===== src/rtl/spi_frame_slave.sv =====
// ---------------------------------------------------------------------------
// spi_frame_slave
//   SPI mode-0 slave frame engine for the stepper CPLD. One frame carries the
//   per-channel velocities, output pins and timing config from the host. The
//   same frame returns a coherent snapshot of positions, input pins and rpm.
//   Incoming data lands in shadow registers. The shadows are copied to the
//   outputs in a single cycle, and only when the frame was well formed. That
//   copy raises a one-cycle commit strobe, which feeds the watchdog kick.
//
//   Frame layout (FRAME_LEN = 4*N_CH+8 bytes; bytes are bit-MSB-first and
//   multi-byte fields are sent LSB byte first):
//     byte 0            MOSI cmd          MISO {last_ok,3'b0,err_cnt}
//     bytes 1..4*N_CH   MOSI vel[c]       MISO pos snapshot[c]
//     next 4            MOSI dout         MISO din
//     next 2            MOSI cfg          MISO rpm
//     last              MOSI chk          MISO two's complement checksum
//
// Ports
//   clk      in   system clock, at least 8x the SCK rate
//   rst_n    in   asynchronous active-low reset
//   sck      in   SPI clock (asynchronous, synchronised internally)
//   ssel     in   SPI select, active low (asynchronous, synchronised)
//   mosi     in   SPI data in, sampled on synchronised SCK rise
//   miso     out  SPI data out, MSB first, changes on synchronised SCK fall
//   pos      in   channel positions, ch0 in the LSBs
//   din      in   input pins
//   rpm      in   spindle rpm count
//   vel      out  committed velocities, ch0 in the LSBs
//   dout     out  committed output pins
//   cfg      out  committed timing config word, passed through as sent
//   commit   out  one-cycle pulse when the shadows are copied to the outputs
//   last_ok  out  1 when the most recent frame was valid
//   err_cnt  out  saturating count of rejected frames
// ---------------------------------------------------------------------------
module spi_frame_slave #(
  parameter int N_CH = 4,
  parameter int VW   = 12,
  parameter int PW   = 21,
  parameter int O    = 16,
  parameter int I    = 16
) (
  input  logic                clk,
  input  logic                rst_n,
  input  logic                sck,
  input  logic                ssel,
  input  logic                mosi,
  output logic                miso,
  input  logic [N_CH*PW-1:0]  pos,
  input  logic [I-1:0]        din,
  input  logic [15:0]         rpm,
  output logic [N_CH*VW-1:0]  vel,
  output logic [O-1:0]        dout,
  output logic [15:0]         cfg,
  output logic                commit,
  output logic                last_ok,
  output logic [3:0]          err_cnt
);

  localparam int FRAME_LEN = 4*N_CH + 8;
  localparam int IDX_DOUT  = 1 + 4*N_CH;
  localparam int IDX_CFG   = IDX_DOUT + 4;
  localparam int IDX_CHK   = FRAME_LEN - 1;

  localparam logic [7:0] CMD_WRITE = 8'hA5;
  localparam logic [7:0] CMD_READ  = 8'h00;

  typedef enum logic [1:0] {IDLE, SHIFT, EVAL} state_t;

  state_t state;

  logic [3:0] sck_sync;
  logic [3:0] ssel_sync;
  logic [2:0] mosi_sync;
  logic       sck_rise;
  logic       sck_fall;
  logic       ssel_rise;
  logic       ssel_fall;
  logic       mosi_bit;

  logic [2:0] bit_cnt;
  logic [7:0] byte_cnt;
  logic [6:0] rx_shift;
  logic [7:0] rx_byte;
  logic [7:0] rx_sum;
  logic [7:0] tx_shift;
  logic [7:0] tx_sum;
  logic [7:0] tx_next;
  logic       start_pending;
  logic       frame_ok;

  logic [N_CH*PW-1:0] pos_snap;
  logic [I-1:0]       din_snap;
  logic [15:0]        rpm_snap;

  logic [7:0] sh_byte  [FRAME_LEN];
  logic [7:0] tx_table [FRAME_LEN];

  logic [N_CH*VW-1:0] vel_next;
  logic [O-1:0]       dout_next;
  logic [15:0]        cfg_next;

  // Three flops bring each SPI pin into the clk domain. The fourth flop on
  // sck and ssel holds the previous synchronised value, for edge detection.
  // mosi is taken from the same stage as sck, so the data bit and its clock
  // edge stay aligned. All stages reset to 0. A select fall can therefore
  // only be seen after ssel has been observed high following reset.
  always_ff @(posedge clk or negedge rst_n) begin
    if (!rst_n) begin
      sck_sync  <= '0;
      ssel_sync <= '0;
      mosi_sync <= '0;
    end else begin
      sck_sync  <= {sck_sync[2:0], sck};
      ssel_sync <= {ssel_sync[2:0], ssel};
      mosi_sync <= {mosi_sync[1:0], mosi};
    end
  end

  assign sck_rise  =  sck_sync[2]  & ~sck_sync[3];
  assign sck_fall  = ~sck_sync[2]  &  sck_sync[3];
  assign ssel_rise =  ssel_sync[2] & ~ssel_sync[3];
  assign ssel_fall = ~ssel_sync[2] &  ssel_sync[3];
  assign mosi_bit  =  mosi_sync[2];

  assign rx_byte  = {rx_shift, mosi_bit};
  assign miso     = tx_shift[7];
  assign frame_ok = (byte_cnt == 8'(FRAME_LEN)) && (bit_cnt == 3'd0) &&
                    (rx_sum == 8'h00);

  // Reply bytes, built from the snapshot taken at frame start. The checksum
  // entry negates the running sum of the bytes already loaded, so the whole
  // reply sums to zero. Fields narrower than their byte slots are
  // zero-extended.
  always_comb begin
    for (int j = 0; j < FRAME_LEN; j++) begin
      tx_table[j] = 8'h00;
    end
    tx_table[0] = {last_ok, 3'b000, err_cnt};
    for (int c = 0; c < N_CH; c++) begin
      for (int b = 0; b < PW; b++) begin
        tx_table[1 + 4*c + b/8][b%8] = pos_snap[c*PW + b];
      end
    end
    for (int b = 0; b < I; b++) begin
      tx_table[IDX_DOUT + b/8][b%8] = din_snap[b];
    end
    tx_table[IDX_CFG]     = rpm_snap[7:0];
    tx_table[IDX_CFG + 1] = rpm_snap[15:8];
    tx_table[IDX_CHK]     = 8'h00 - tx_sum;
  end

  // The next reply byte is selected by the count of completed bytes. Any
  // count past the end of the frame selects 0x00.
  always_comb begin
    tx_next = 8'h00;
    for (int j = 0; j < FRAME_LEN; j++) begin
      if (byte_cnt == 8'(j)) begin
        tx_next = tx_table[j];
      end
    end
  end

  // Output words assembled from the shadow bytes. Velocity bits at or above
  // VW, and dout bits at or above O, are dropped.
  always_comb begin
    vel_next  = '0;
    dout_next = '0;
    for (int c = 0; c < N_CH; c++) begin
      for (int b = 0; b < VW; b++) begin
        vel_next[c*VW + b] = sh_byte[1 + 4*c + b/8][b%8];
      end
    end
    for (int b = 0; b < O; b++) begin
      dout_next[b] = sh_byte[IDX_DOUT + b/8][b%8];
    end
    cfg_next = {sh_byte[IDX_CFG + 1], sh_byte[IDX_CFG]};
  end

  // Frame engine. IDLE waits for select to fall. It then snapshots the
  // readback inputs and preloads the status byte. SHIFT moves bits until
  // select rises. EVAL spends one cycle deciding whether to commit. A select
  // fall that arrives during EVAL is remembered, and the new frame starts
  // from IDLE on the following cycle.
  always_ff @(posedge clk or negedge rst_n) begin
    if (!rst_n) begin
      state         <= IDLE;
      bit_cnt       <= '0;
      byte_cnt      <= '0;
      rx_shift      <= '0;
      rx_sum        <= '0;
      tx_shift      <= '0;
      tx_sum        <= '0;
      start_pending <= 1'b0;
      pos_snap      <= '0;
      din_snap      <= '0;
      rpm_snap      <= '0;
      for (int j = 0; j < FRAME_LEN; j++) begin
        sh_byte[j] <= '0;
      end
      vel           <= '0;
      dout          <= '0;
      cfg           <= '0;
      commit        <= 1'b0;
      last_ok       <= 1'b0;
      err_cnt       <= '0;
    end else begin
      commit <= 1'b0;
      case (state)
        IDLE: begin
          if (ssel_fall || start_pending) begin
            state         <= SHIFT;
            start_pending <= 1'b0;
            bit_cnt       <= '0;
            byte_cnt      <= '0;
            rx_shift      <= '0;
            rx_sum        <= '0;
            pos_snap      <= pos;
            din_snap      <= din;
            rpm_snap      <= rpm;
            tx_shift      <= tx_table[0];
            tx_sum        <= tx_table[0];
          end
        end

        SHIFT: begin
          if (ssel_rise) begin
            state <= EVAL;
          end else begin
            if (sck_rise) begin
              rx_shift <= rx_byte[6:0];
              bit_cnt  <= bit_cnt + 3'd1;
              if (bit_cnt == 3'd7) begin
                rx_sum <= rx_sum + rx_byte;
                if (byte_cnt != 8'hFF) begin
                  byte_cnt <= byte_cnt + 8'd1;
                end
                for (int j = 0; j < FRAME_LEN; j++) begin
                  if (byte_cnt == 8'(j)) begin
                    sh_byte[j] <= rx_byte;
                  end
                end
              end
            end
            // The first fall after a byte completes loads the next reply
            // byte. Every other fall shifts the current byte out.
            if (sck_fall) begin
              if ((bit_cnt == 3'd0) && (byte_cnt != 8'd0)) begin
                tx_shift <= tx_next;
                tx_sum   <= tx_sum + tx_next;
              end else begin
                tx_shift <= {tx_shift[6:0], 1'b0};
              end
            end
          end
        end

        EVAL: begin
          state         <= IDLE;
          start_pending <= ssel_fall;
          tx_shift      <= '0;
          if (frame_ok && (sh_byte[0] == CMD_WRITE)) begin
            vel     <= vel_next;
            dout    <= dout_next;
            cfg     <= cfg_next;
            commit  <= 1'b1;
            last_ok <= 1'b1;
          end else if (frame_ok && (sh_byte[0] == CMD_READ)) begin
            last_ok <= 1'b1;
          end else begin
            last_ok <= 1'b0;
            if (err_cnt != 4'hF) begin
              err_cnt <= err_cnt + 4'd1;
            end
          end
        end

        default: state <= IDLE;
      endcase
    end
  end

endmodule

===== config.mk =====
export PLATFORM = sky130hd
export DESIGN_NAME = spi_frame_slave
export DESIGN_NICKNAME = d
export VERILOG_FILES = /design/src/rtl/spi_frame_slave.sv
export SDC_FILE = /design/constraint.sdc
export NUM_CORES = 1
export LEC_CHECK = 0
export BUFFER_PORTS_ARGS = -buffer_cell sky130_fd_sc_hd__buf_4
export CAP_MARGIN = 15
export CORE_MARGIN = 4
export CORE_UTILIZATION = 45
export DETAILED_ROUTE_END_ITERATION = 10
export HOLD_SLACK_MARGIN = 0.03
export MAX_ROUTING_LAYER = met4
export PLACE_DENSITY_LB_ADDON = 0.15
export SLEW_MARGIN = 20
export SYNTH_ARGS = -nofsm -noshare
export SYNTH_HDL_FRONTEND = slang
export SYNTH_SLANG_ARGS = --single-unit

===== constraint.sdc =====
create_clock -name clk -period 3.9 [get_ports clk]
set_input_delay 0.78 -clock clk [delete_from_list [all_inputs] [get_ports clk]]
set_output_delay 0.78 -clock clk [all_outputs]
set_load 0.03 [all_outputs]

* Word-level counts from Yosys, hierarchy flattened
Index checks and enable logic that the tools add are counted.
Storage, ports and cells: output and inout bits 87, logic and storage cells 186, flip-flop bits (word level) 346, bits of input ports 121
Cells by class: bitwise gates (word level) 11, eq/ne operators 38, mux-type cells 60, reduce and logical (&&, ||, !) cells 38, add/sub/neg operators 6
Operators with widths (count):
- $mux 8 | 39
- $reduce_and 5->1 | 15
- $eq 8x5->1 const B | 9
- $eq 8x4->1 const B | 8
- $pmux 8 s2 | 3
- $eq 8x3->1 const B | 4
- $logic_not 8->1 | 3
- $pmux 8 s3 | 1
- $mux 7 | 3
- $add 8x8->8 | 2
- $eq 8x2->1 const B | 2
- $ne 2x2->1 const B | 8
- $pmux 7 s2 | 1
- $reduce_and 4->1 | 3
- $mux 3 | 3
- $add 8x1->8 const B | 1
- $eq 8x1->1 const B | 1
- $eq 8x8->1 const B | 1
- $ne 8x8->1 const B | 1
- $reduce_and 2->1 | 4
- $reduce_bool 8->1 | 1
- $sub 1x8->8 const A | 1
- $not 1->1 | 7
- $pmux 3 s2 | 1
- 18 further kinds | 31

* Logic depth before layout (Yosys ltp)
Gate-level depths: netlist of run 1.
depth after elaboration 30, depth in mapped cells 20, gate-level depth less buffers 18

* Worst setup path before layout of run 1
Ideal clock, no wire load.
path type reg-to-reg, start point register byte_cnt[1], end point register tx_sum[7], arrival time 4.014 ns, stages on the path, launching flop included 19, buffers on the path 1, setup slack -0.195 ns, cell sequence dfrtp_1 > inv_1 > ha_1 > clkbuf_1 > inv_1 > a31oi_1 > o21ai_0 > mux4_2 > a21o_1 > a22oi_1 > inv_1 > ha_1 > a21o_1 > a211oi_1 > nor2_1 > o41ai_1 > nor3_1 > or4b_1 > o211ai_2
On the way: cells in the longest elaborated chain, start to end 30
RTL lines:
- start: declaration | line 81 | logic [7:0] byte_cnt;
- start signal: assignment | line 235 | byte_cnt <= byte_cnt + 8'd1;
- $logic_not 8->1 | line 157 | if (byte_cnt == 8'(j)) begin
- $mux 8 (24 in series) | line 157
- $add 8x8->8 | line 249 | tx_sum <= tx_sum + tx_next;
- $mux 8 | line 247 | if ((bit_cnt == 3'd0) && (byte_cnt != 8'd0)) begin
- $mux 8 | line 246 | if (sck_fall) begin
- $mux 8 | line 226 | if (ssel_rise) begin
- $pmux 8 s2 | line 208 | case (state)
- end signal: assignment | line 221 | tx_sum <= tx_table[0];
- end signal: assignment | line 249
- end: declaration | line 86 | logic [7:0] tx_sum;
Parallel ways exist; a longest one is shown, timed or not. The select of a mux whose other input is x is not followed. A chain may end at the register's enable or synchronous reset.

* Worst setup path in the final report of run 1
Ends and elaborated chain as after synthesis.

==> results.ini, run 1 <==
[sta]
rsz0062_at_grt=yes
max_freq_mhz=261
min_period_over_period_pct=98.4
fin_crit_ns=3.84
whs_ns=0.277
worst_slew_pin_slew_ns=1.01
max_slew_margin_pct=31.9
clock_skew_ns=0.0199
setup_ws_ns=0.0642
finalMaxSlewViolations=0
finalSetupViolCount=0
hold_viol=0
fin_tns_setup_ns=0

[setup_path]
path_max_fanout=5
reg2regPathDepth=17
required_ns=4.35
cp.arrival_ns=4.28
critPathCaptureType=flip-flop
critPathLaunchType=flip-flop
path_class=reg -> reg

[route]
ant_nets=0
drt_wl_total_mm=45.6
drc=0
drt-initial-drc-count=782
drt_pass1_iterations=5
num_vias=12200
wl_per_cell_um=20.0
avgViaCountPerCell=5.38

[cts]
cts_root_buf=clkbuf_16
htree_levels=2
numCtsBuffers=38
cts_tree=yes
cts_num_sinks=346
path_clk_slew_ns=0.06
clk_latency_ns=0.53
clk_path_buf_depth=3

[global_routing]
gr-total-overflow=0
first_global_vias=12500
grt_max_degree=111
grt_pass1_wl_mm=70.8
grt_util_all_layers_pct=24.1
antenna_found_initial=2

[final_layout]
layout_common_cells=nand2_1, dfrtp_1, buf_4
final_layout_size_suffix_gt1_share_pct=30.2
syn2layout_area_growth_pct=28.3
final_common_cell=nand2_1
nets=1939
stdcell_count=2273

[power_and_ir_drop]
vdd_ir_drop_max_mv=0.491
switching_share_pct=31.9
p_per_area_nw_per_um2=534
p_clk_share_pct=33.5
p_int_uw=7370
p_total_uw=10800
pwr-share-seq_pct=45.2
p_sw_uw=3450
p_leak_uw=0.0103
pwr-share-comb_pct=21.3

[die]
die_h_um=195
ioPinCount=208
coreArea_um2=34500
num_rows=68
die-area_um2=38200
initial_core_util_pct=45.7
die_x_um=195

[run_status]
status=finished clean

[placement]
dp_slack_ns=-0.0690
dpl.hpwl_mm=33.3
place_inst=2187
port_buffers=207
gp_congestion=0.947

[yosys]
syn-cell-area_um2=15800
ys_warn_count=0
synthFlopType=dfrtp_1
synth_cell_types=78
yosys_register_bits=346
seq_area_frac_synth_pct=54.8
synth_edf_count=0
synthArstFlopShare_pct=100
postSynthAreaPerCell_um2=10.5
synthCells=1497
synth_fp_nets=1647

[worst_hold_path]
hold_path_class=in -> async

[flow_run]
drv_cap=0

final cells by class:
cell class	count	area, um^2
multi-input combinational	1043	6970
inverter	29	111
clock inverter	12	136
antenna	2	5.00
fill	3029	14300
tap	455	569
clock buffer	55	1140
timing repair buffer	331	2670
sequential	346	8660
power groups by stage:
stage | clock network, uW | registers [uW] | logic (uW)
floorplan | 0 | 4670 | 1440
finish | 3630 | 4890 | 2300
global placement | 0 | 4940 | 2190
detailed placement | 0 | 4930 | 2250
global route | 3850 | 4940 | 2610
CTS | 3690 | 4870 | 2300
path summary, 6_finish.rpt:
check / from / to / slack (ns)
setup / recovery: byte_cnt[1] / tx_sum[7] / 0.06
hold / removal: rst_n / pos_snap[11] / 0.28
setup reg to reg: byte_cnt[1] / tx_sum[7] / 0.06
hold reg to reg: sck_sync[1] / sck_sync[2] / 0.34
max in group asynchronous: rst_n / byte_cnt[6] / 2.64
min in group clk: sck_sync[1] / sck_sync[2] / 0.34
critical path, cell delays in order, from the launching register on:
cell and delay (ns):
dfrtp_2 0.43, inv_4 0.06, ha_4 0.17, and2_1 0.16
a31oi_1 0.15, o21ai_1 0.09, mux4_2 0.45, a21o_1 0.22
a22oi_2 0.20, inv_1 0.07, ha_1 0.29, a21o_1 0.18
a211oi_2 0.24, nor2_2 0.09, o41ai_4 0.26, nor3_2 0.08
or4b_4 0.55, o211ai_2 0.08
kinds of logic (layout without fill, tap and decap cells):
logic type / Yosys count / in the layout / share of synthesized area, %
AO/OA/AOI/OAI: 202 / 202 / 8.64
buffers and inverters: 108 / 427 / 2.90
AND/OR/NAND/NOR: 603 / 603 / 16.6
flip-flops: 346 / 346 / 54.8
other: 0 / 2 / 0
XOR/XNOR: 24 / 24 / 1.33
multiplexers: 185 / 185 / 13.3
adder cells (fa/ha/maj): 29 / 29 / 2.39
metrics by stage:
step,area (um^2),util [%]
final,20300,58.7
after global routing,20300,58.7
after CTS,19900,57.7
after detailed placement,18500,53.5
after global placement,18500,53.5
after floorplan,15800,-
sequential cells by signal, indices dropped and copies added (netlist names), 3 cells and up:
register and cells:
ssel_sync 4, vel 48, din_snap 16, mosi_sync 3
byte_cnt 8, bit_cnt 3, rx_sum 8, rpm_snap 16
dout_next 16, sck_sync 4, err_cnt 4, cfg_next 16
dout 16, sh_byte 56, cfg 16, rx_shift 7
pos_snap 84, tx_shift 8, tx_sum 8
synthesized netlist by cell type (all sizes together) (12+ instances only):
master,number,area (um^2)
nand2,416,1560
nand3,23,115
nor3,23,130
o21ai,50,258
inv,29,109
ha,27,338
clkbuf,54,204
xor2,12,105
a22o,13,114
nor2,53,206
xnor2,12,105
a21oi,50,250
dfrtp,346,8660
nor2b,16,100
mux2,174,1960
buf,25,145
per-layer routing:
metal / wire, um / up-vias / track usage [%] / share of wire [%]
li1: - / 5737 / - / -
met3: 2310 / 74 / 3.42 / 5.1
met1: 20900 / 6049 / 34.4 / 46
met2: 21100 / 371 / 36.5 / 46
met5: 0 / - / - / 0
met4: 1210 / 0 / 6.65 / 2.7
what timing repair did:
action / in CTS / in global routing
pin swaps: 12 / 22
gates cloned: 1 / 0
hold buffers: 0 / 0
setup buffers: 8 / 8
gates resized for setup: 13 / 64
endpoints found under the setup margin: 1 / 2
Note: power is estimated with default switching activity, not from simulation.
==> inputs of run 2 (changes only) <==
--- a/config.mk
+++ b/config.mk
@@ -8,7 +8,7 @@
 export BUFFER_PORTS_ARGS = -buffer_cell sky130_fd_sc_hd__buf_4
 export CAP_MARGIN = 15
 export CORE_MARGIN = 4
-export CORE_UTILIZATION = 45
+export CORE_UTILIZATION = 50
 export DETAILED_ROUTE_END_ITERATION = 10
 export HOLD_SLACK_MARGIN = 0.03
 export MAX_ROUTING_LAYER = met4
==> run 2 against run 1 <==
The flow now finishes with violations (negative setup slack); power fell by 2.1%; sequential power fell by 0.8%; die area fell by 9.6%; sequential cell count did not move; cell area fell by 1.5%; critical path type unchanged; largest cell class unchanged; largest power group unchanged.
==> results.ini, run 2 (synthesis results as in run 1) <==
[run_status]
status=finished with violations
violations=negative setup slack

[cts]
cts_hold_buf=0  ; unchanged
cts_num_sinks=346  ; unchanged
numCtsBuffers=36  ; -5.3%
path_clk_slew_ns=0.07  ; about the same
cts_tree=yes
clk_latency_ns=0.53  ; about the same
clk_path_buf_depth=3  ; unchanged
cts_root_buf=clkbuf_16
htree_levels=2  ; unchanged

[sta]
finalMaxSlewViolations=0  ; unchanged
fin_crit_ns=3.96  ; +0.127 ns
hold_viol=0  ; unchanged
whs_ns=0.258  ; -0.0196 ns
min_period_over_period_pct=102  ; +3.3 points
finalSetupViolCount=1  ; +1
max_slew_margin_pct=33.6  ; +1.7 points
worst_slew_pin_slew_ns=0.988  ; -0.0257 ns
setup_ws_ns=-0.0628  ; -0.127 ns
rsz0062_at_grt=yes
max_freq_mhz=252  ; -3.2%
clock_skew_ns=0.0177  ; -0.00215 ns

[power_and_ir_drop]
p_per_area_nw_per_um2=531  ; -0.53%
vdd_ir_drop_max_mv=0.477  ; -2.9%
p_clk_share_pct=32.7  ; -0.8 points
p_total_uw=10600  ; -2.1%
p_leak_uw=0.0102  ; -0.73%
pwr-share-seq_pct=45.8  ; +0.6 points
p_sw_uw=3370  ; -2.4%
p_int_uw=7230  ; -1.9%
switching_share_pct=31.8  ; -0.11 points
pwr-share-comb_pct=21.5  ; +0.2 points

[worst_hold_path]
hold_path_class=in -> async

[global_routing]
antenna_found_initial=0  ; -2
grt_pass1_wl_mm=70.5  ; -0.43%
first_global_vias=12600  ; +0.60%
grt_util_all_layers_pct=27.0  ; +2.9 points
gr-total-overflow=0  ; unchanged
grt_max_degree=92  ; -17%

[route]
drt-initial-drc-count=731  ; -6.5%
avgViaCountPerCell=5.57  ; +3.5%
wl_per_cell_um=20.4  ; +1.9%
drc=0  ; unchanged
num_vias=12300  ; +0.49%
ant_nets=0  ; unchanged
drt_wl_total_mm=45.1  ; -1.0%
drt_pass1_iterations=5  ; unchanged

[placement]
dp_slack_ns=-0.0758  ; -0.00680 ns
dpl_cell_area_um2=18500  ; about the same
gp_congestion=0.963  ; +1.7%
dpl.hpwl_mm=33.4  ; +0.38%
port_buffers=207  ; unchanged
place_inst=2139  ; -2.2%

[setup_path]
slowest_delay_ns=0.53  ; -0.02 ns
setup.worst_path.start=byte_cnt[1]
worst-path-buf-inv=3  ; +1
critPathCaptureType=flip-flop
required_ns=4.35  ; about the same
critPathSlowestCell=or4b_4
critPathLaunchType=flip-flop
path_class=reg -> reg
crit_chain=buf_4 -> ha_4 -> buf_4 -> nand2_1 -> o21ai_0 -> mux4_2 -> a21o_1 -> a22oi_2 -> inv_1 -> ha_1 -> a21o_1 -> a211oi_2 -> nor2_2 -> o41ai_4 -> nor3_2 -> or4b_4 -> o211ai_2
cp_top_family=compound AO/OA/AOI/OAI gates
path_max_fanout=6  ; +1
cp.arrival_ns=4.41  ; +0.13 ns
r2r_start=byte_cnt[1]

[final_layout]
stdcell_count=2207  ; -2.9%
stdcell_area_um2=20000  ; -1.5%
largest-register=pos_snap
nets=1936  ; -0.15%
multi_input_area_um2=6920  ; -0.81%
syn2layout_area_growth_pct=26.4
seqCellArea_um2=8660  ; about the same
final_layout_size_suffix_gt1_share_pct=29.6  ; -0.58 points
largest_register_ffs=84  ; unchanged
top_regs=pos_snap x84, sh_byte x56, vel x48
fillers=2534  ; -16%
final_common_cell=nand2_1
layout_common_cells=nand2_1, dfrtp_1, buf_4
n_antenna_cell=0  ; -2

[die]
die_x_um=186  ; -4.9%
die_h_um=186  ; -4.9%
num_rows=64  ; -5.9%
coreArea_um2=30900  ; -11%
die-area_um2=34500  ; -9.6%
initial_core_util_pct=51.1  ; +5.4 points
ioPinCount=208  ; unchanged

[flow_run]
drv_cap=0  ; unchanged

-- run 2: power by group through the flow --
stage,combinational [uW],clock (uW),sequential (uW)
after global routing,2600,3710,4910
final,2270,3470,4850
after floorplan,1440,0,4670
after global placement,2180,0,4910
after detailed placement,2230,0,4900
after CTS,2270,3550,4840
-- run 2: timing repair --
action	4_1_cts	5_1_grt
endpoints found under the setup margin	2	3
buffers inserted	0	5
gates resized for setup	5	45
pin swaps	0	15
-- run 2: through the flow --
stage / setup TNS, ns / utilization [%]
global route: -0.203 / 64.6
floorplan: 0 / -
CTS: -0.0193 / 63.8
detailed placement: -0.0758 / 59.8
global placement: 0 / 59.8
finish: -0.0628 / 64.6
-- run 2: area by class of cell --
| cell class | instances | area share [%] |
|---|---|---|
| clock inverter | 12 | 0.840 |
| multi-input combinational | 1043 | 34.7 |
| timing repair buffer | 330 | 12.9 |
| inverter | 29 | 0.545 |
| clock buffer | 51 | 5.20 |
| tap | 396 | 2.48 |
| sequential | 346 | 43.4 |
-- run 2: metal layers --
layer	wire length [um]	up-vias	global-route usage (%)
met5	0	-	-
met4	966	0	6.03
met3	1900	66	3.19
met2	21000	320	41.6
met1	21200	6179	39.0
li1	-	5726	-
-- run 2: worst paths after layout --
| kind | slack, ns | cells past startpoint | end |
|---|---|---|---|
| worst max register to register | -0.06 | 17 | tx_sum[7] |
| worst min register to register | 0.35 | 0 | mosi_sync[2] |
| worst min-delay path | 0.26 | 1 | rpm_snap[14] |
| min in group clk | 0.35 | 0 | mosi_sync[2] |
| worst max-delay path | -0.06 | 17 | tx_sum[7] |
| max in group asynchronous | 2.73 | 2 | sh_byte[171] |
==> inputs of run 3 (changes only) <==
--- a/config.mk
+++ b/config.mk
@@ -5,14 +5,15 @@
 export SDC_FILE = /design/constraint.sdc
 export NUM_CORES = 1
 export LEC_CHECK = 0
-export BUFFER_PORTS_ARGS = -buffer_cell sky130_fd_sc_hd__buf_4
 export CAP_MARGIN = 15
 export CORE_MARGIN = 4
 export CORE_UTILIZATION = 50
 export DETAILED_ROUTE_END_ITERATION = 10
+export DONT_BUFFER_PORTS = 1
 export HOLD_SLACK_MARGIN = 0.03
 export MAX_ROUTING_LAYER = met4
-export PLACE_DENSITY_LB_ADDON = 0.15
+export PLACE_DENSITY_LB_ADDON = 0.05
+export SKIP_LAST_GASP = 1
 export SLEW_MARGIN = 20
 export SYNTH_ARGS = -nofsm -noshare
 export SYNTH_HDL_FRONTEND = slang
==> run 3 against run 2 <==
Sequential cell count is the same; the flow finishes with violations (negative hold slack); routed wire length is 3.5% lower; largest power group unchanged; final cell count is 10% lower; clock skew is 0.0029 ns lower.
==> results.ini, run 3 (synthesis results as in run 1) <==
[run_status]
status=finished with violations
violations=negative hold slack

[cts]
cts_tree=yes
clk_path_buf_depth=3  ; unchanged
numCtsBuffers=37  ; +2.8%
path_clk_slew_ns=0.06  ; about the same
cts_num_sinks=346  ; unchanged
cts_root_buf=clkbuf_16
htree_levels=2  ; unchanged
clk_latency_ns=0.53  ; about the same

[die]
die_x_um=186  ; unchanged
die_h_um=186  ; unchanged
die-area_um2=34500  ; unchanged
initial_core_util_pct=51.1  ; unchanged
coreArea_um2=30900  ; unchanged
ioPinCount=208  ; unchanged
num_rows=64  ; unchanged

[final_layout]
nets=1712  ; -12%
syn2layout_area_growth_pct=15.3
largest-register=pos_snap
layout_common_cells=nand2_1, dfrtp_1, buf_4
top_regs=pos_snap x84, sh_byte x56, vel x48
largest_register_ffs=84  ; unchanged
final_common_cell=nand2_1
final_layout_size_suffix_gt1_share_pct=19.4  ; -10 points

[route]
avgViaCountPerCell=5.68  ; +1.9%
ant_nets=0  ; unchanged
drc=0  ; unchanged
drt-initial-drc-count=781  ; +6.8%
drt_pass1_iterations=5  ; unchanged
wl_per_cell_um=21.9  ; +7.4%
drt_wl_total_mm=43.5  ; -3.5%
num_vias=11300  ; -8.4%

[global_routing]
gr-total-overflow=0  ; unchanged
grt_util_all_layers_pct=25.7  ; -1.3 points
grt_max_degree=347  ; +280%
grt_pass1_wl_mm=66.8  ; -5.3%
first_global_vias=11400  ; -9.4%
antenna_found_initial=1  ; +1

[sta]
finalSetupViolCount=0  ; -1
max_slew_margin_pct=23.8  ; -9.8 points
max_freq_mhz=258  ; +2.3%
finalMaxSlewViolations=0  ; unchanged
clock_skew_ns=0.0148  ; -0.00287 ns
whs_ns=-0.0385  ; -0.296 ns
rsz0062_at_grt=yes
worst_slew_pin_slew_ns=1.14  ; +0.155 ns
min_period_over_period_pct=99.4  ; -2.2 points
fin_crit_ns=3.88  ; -0.0873 ns
hold_viol=30  ; +30

[flow_run]
drv_cap=0  ; unchanged

[setup_path]
required_ns=4.35  ; about the same
critPathCaptureType=flip-flop
path_max_fanout=8  ; +2
r2r_slack_ns=0.02  ; +0.09 ns
path_class=reg -> reg
critPathLaunchType=flip-flop
cp.arrival_ns=4.33  ; -0.08 ns

[power_and_ir_drop]
p_per_area_nw_per_um2=570  ; +7.3%
p_leak_uw=0.00906  ; -11%
p_total_uw=10400  ; -2.1%
vdd_ir_drop_max_mv=0.370  ; -22%

[placement]
port_buffers=0  ; -100%
dpl.hpwl_mm=31.1  ; -6.9%
gp_congestion=0.974  ; +1.1%

[worst_hold_path]
hold_path_class=in -> async

[run 3: cell types whose count changed in the layout (fill, tap and decap cells not counted), sizes merged]
cell / delta
buf: -224
diode: +1
bufinv: -1
clkbuf: +1
[run 3: path summary, 6_finish.rpt]
path	start	end	cells after the start
min in group clk	sck	sck_sync[0]	0
max in group asynchronous	rst_n	din_snap[4]	0
max	byte_cnt[5]	tx_sum[7]	17
min reg2reg	mosi_sync[0]	mosi_sync[1]	0
min	rst_n	tx_shift[6]	0
max reg2reg	byte_cnt[5]	tx_sum[7]	17
[run 3: stage by stage]
step	instance area, um^2	TNS [ns]	utilization [%]	instances	setup slack [ns]
6_report	18200	0	58.9	1984	0.0245
5_1_grt	18200	-0.430	58.9	1984	-0.168
4_1_cts	18000	0	58.2	1980	0.00293
3_5_place_dp	16800	-0.0436	54.2	1915	-0.0436
3_3_place_gp	16800	0	54.2	1915	0.0647
2_1_floorplan	15800	0	-	1497	0.00997
[run 3: routing by layer]
layer	track usage [%]	vias up	wire, um
met5	-	-	0
met4	6.06	0	979
li1	-	5285	-
met3	4.98	65	2720
met1	36.1	5586	19700
met2	39.2	325	20200
[run 3: report_power, final]
| part | switching (uW) | total (uW) | leakage (uW) | internal [uW] |
|---|---|---|---|---|
| Combinational | 1280 | 2080 | 0.00388 | 796 |
| Sequential | 599 | 4870 | 0.00459 | 4270 |
| Clock | 1410 | 3420 | 0.000579 | 2010 |
[run 3: area by class of cell]
class	count	area, um^2
Fill cell	2677	12700
Sequential cell	346	8660
Multi-Input combinational cell	1043	6910
Clock buffer	53	1050
Timing Repair Buffer	105	841
Tap cell	396	495
Clock inverter	11	138
Inverter	29	109
Antenna cell	1	2.50
[run 3: timing repair]
item,CTS,global route
pin swaps,0,19
endpoints found under the hold margin,346,305
setup buffers,1,3
setup endpoints to repair,1,4
gates resized for setup,6,47
cloned,0,0
[run 3: critical path, cell delays in order, from the launching register on]
cell      delay, ns
dfrtp_2        0.48
nor4_4         0.37
buf_4          0.21
buf_4          0.19
nand2_1        0.11
buf_4          0.16
o22ai_1        0.23
a222oi_1       0.16
buf_4          0.17
o21ai_1        0.30
ha_1           0.31
nor3_1         0.07
nor2_1         0.17
o41ai_4        0.12
buf_4          0.15
o21ai_2        0.05
or4b_1         0.46
o211ai_2       0.08
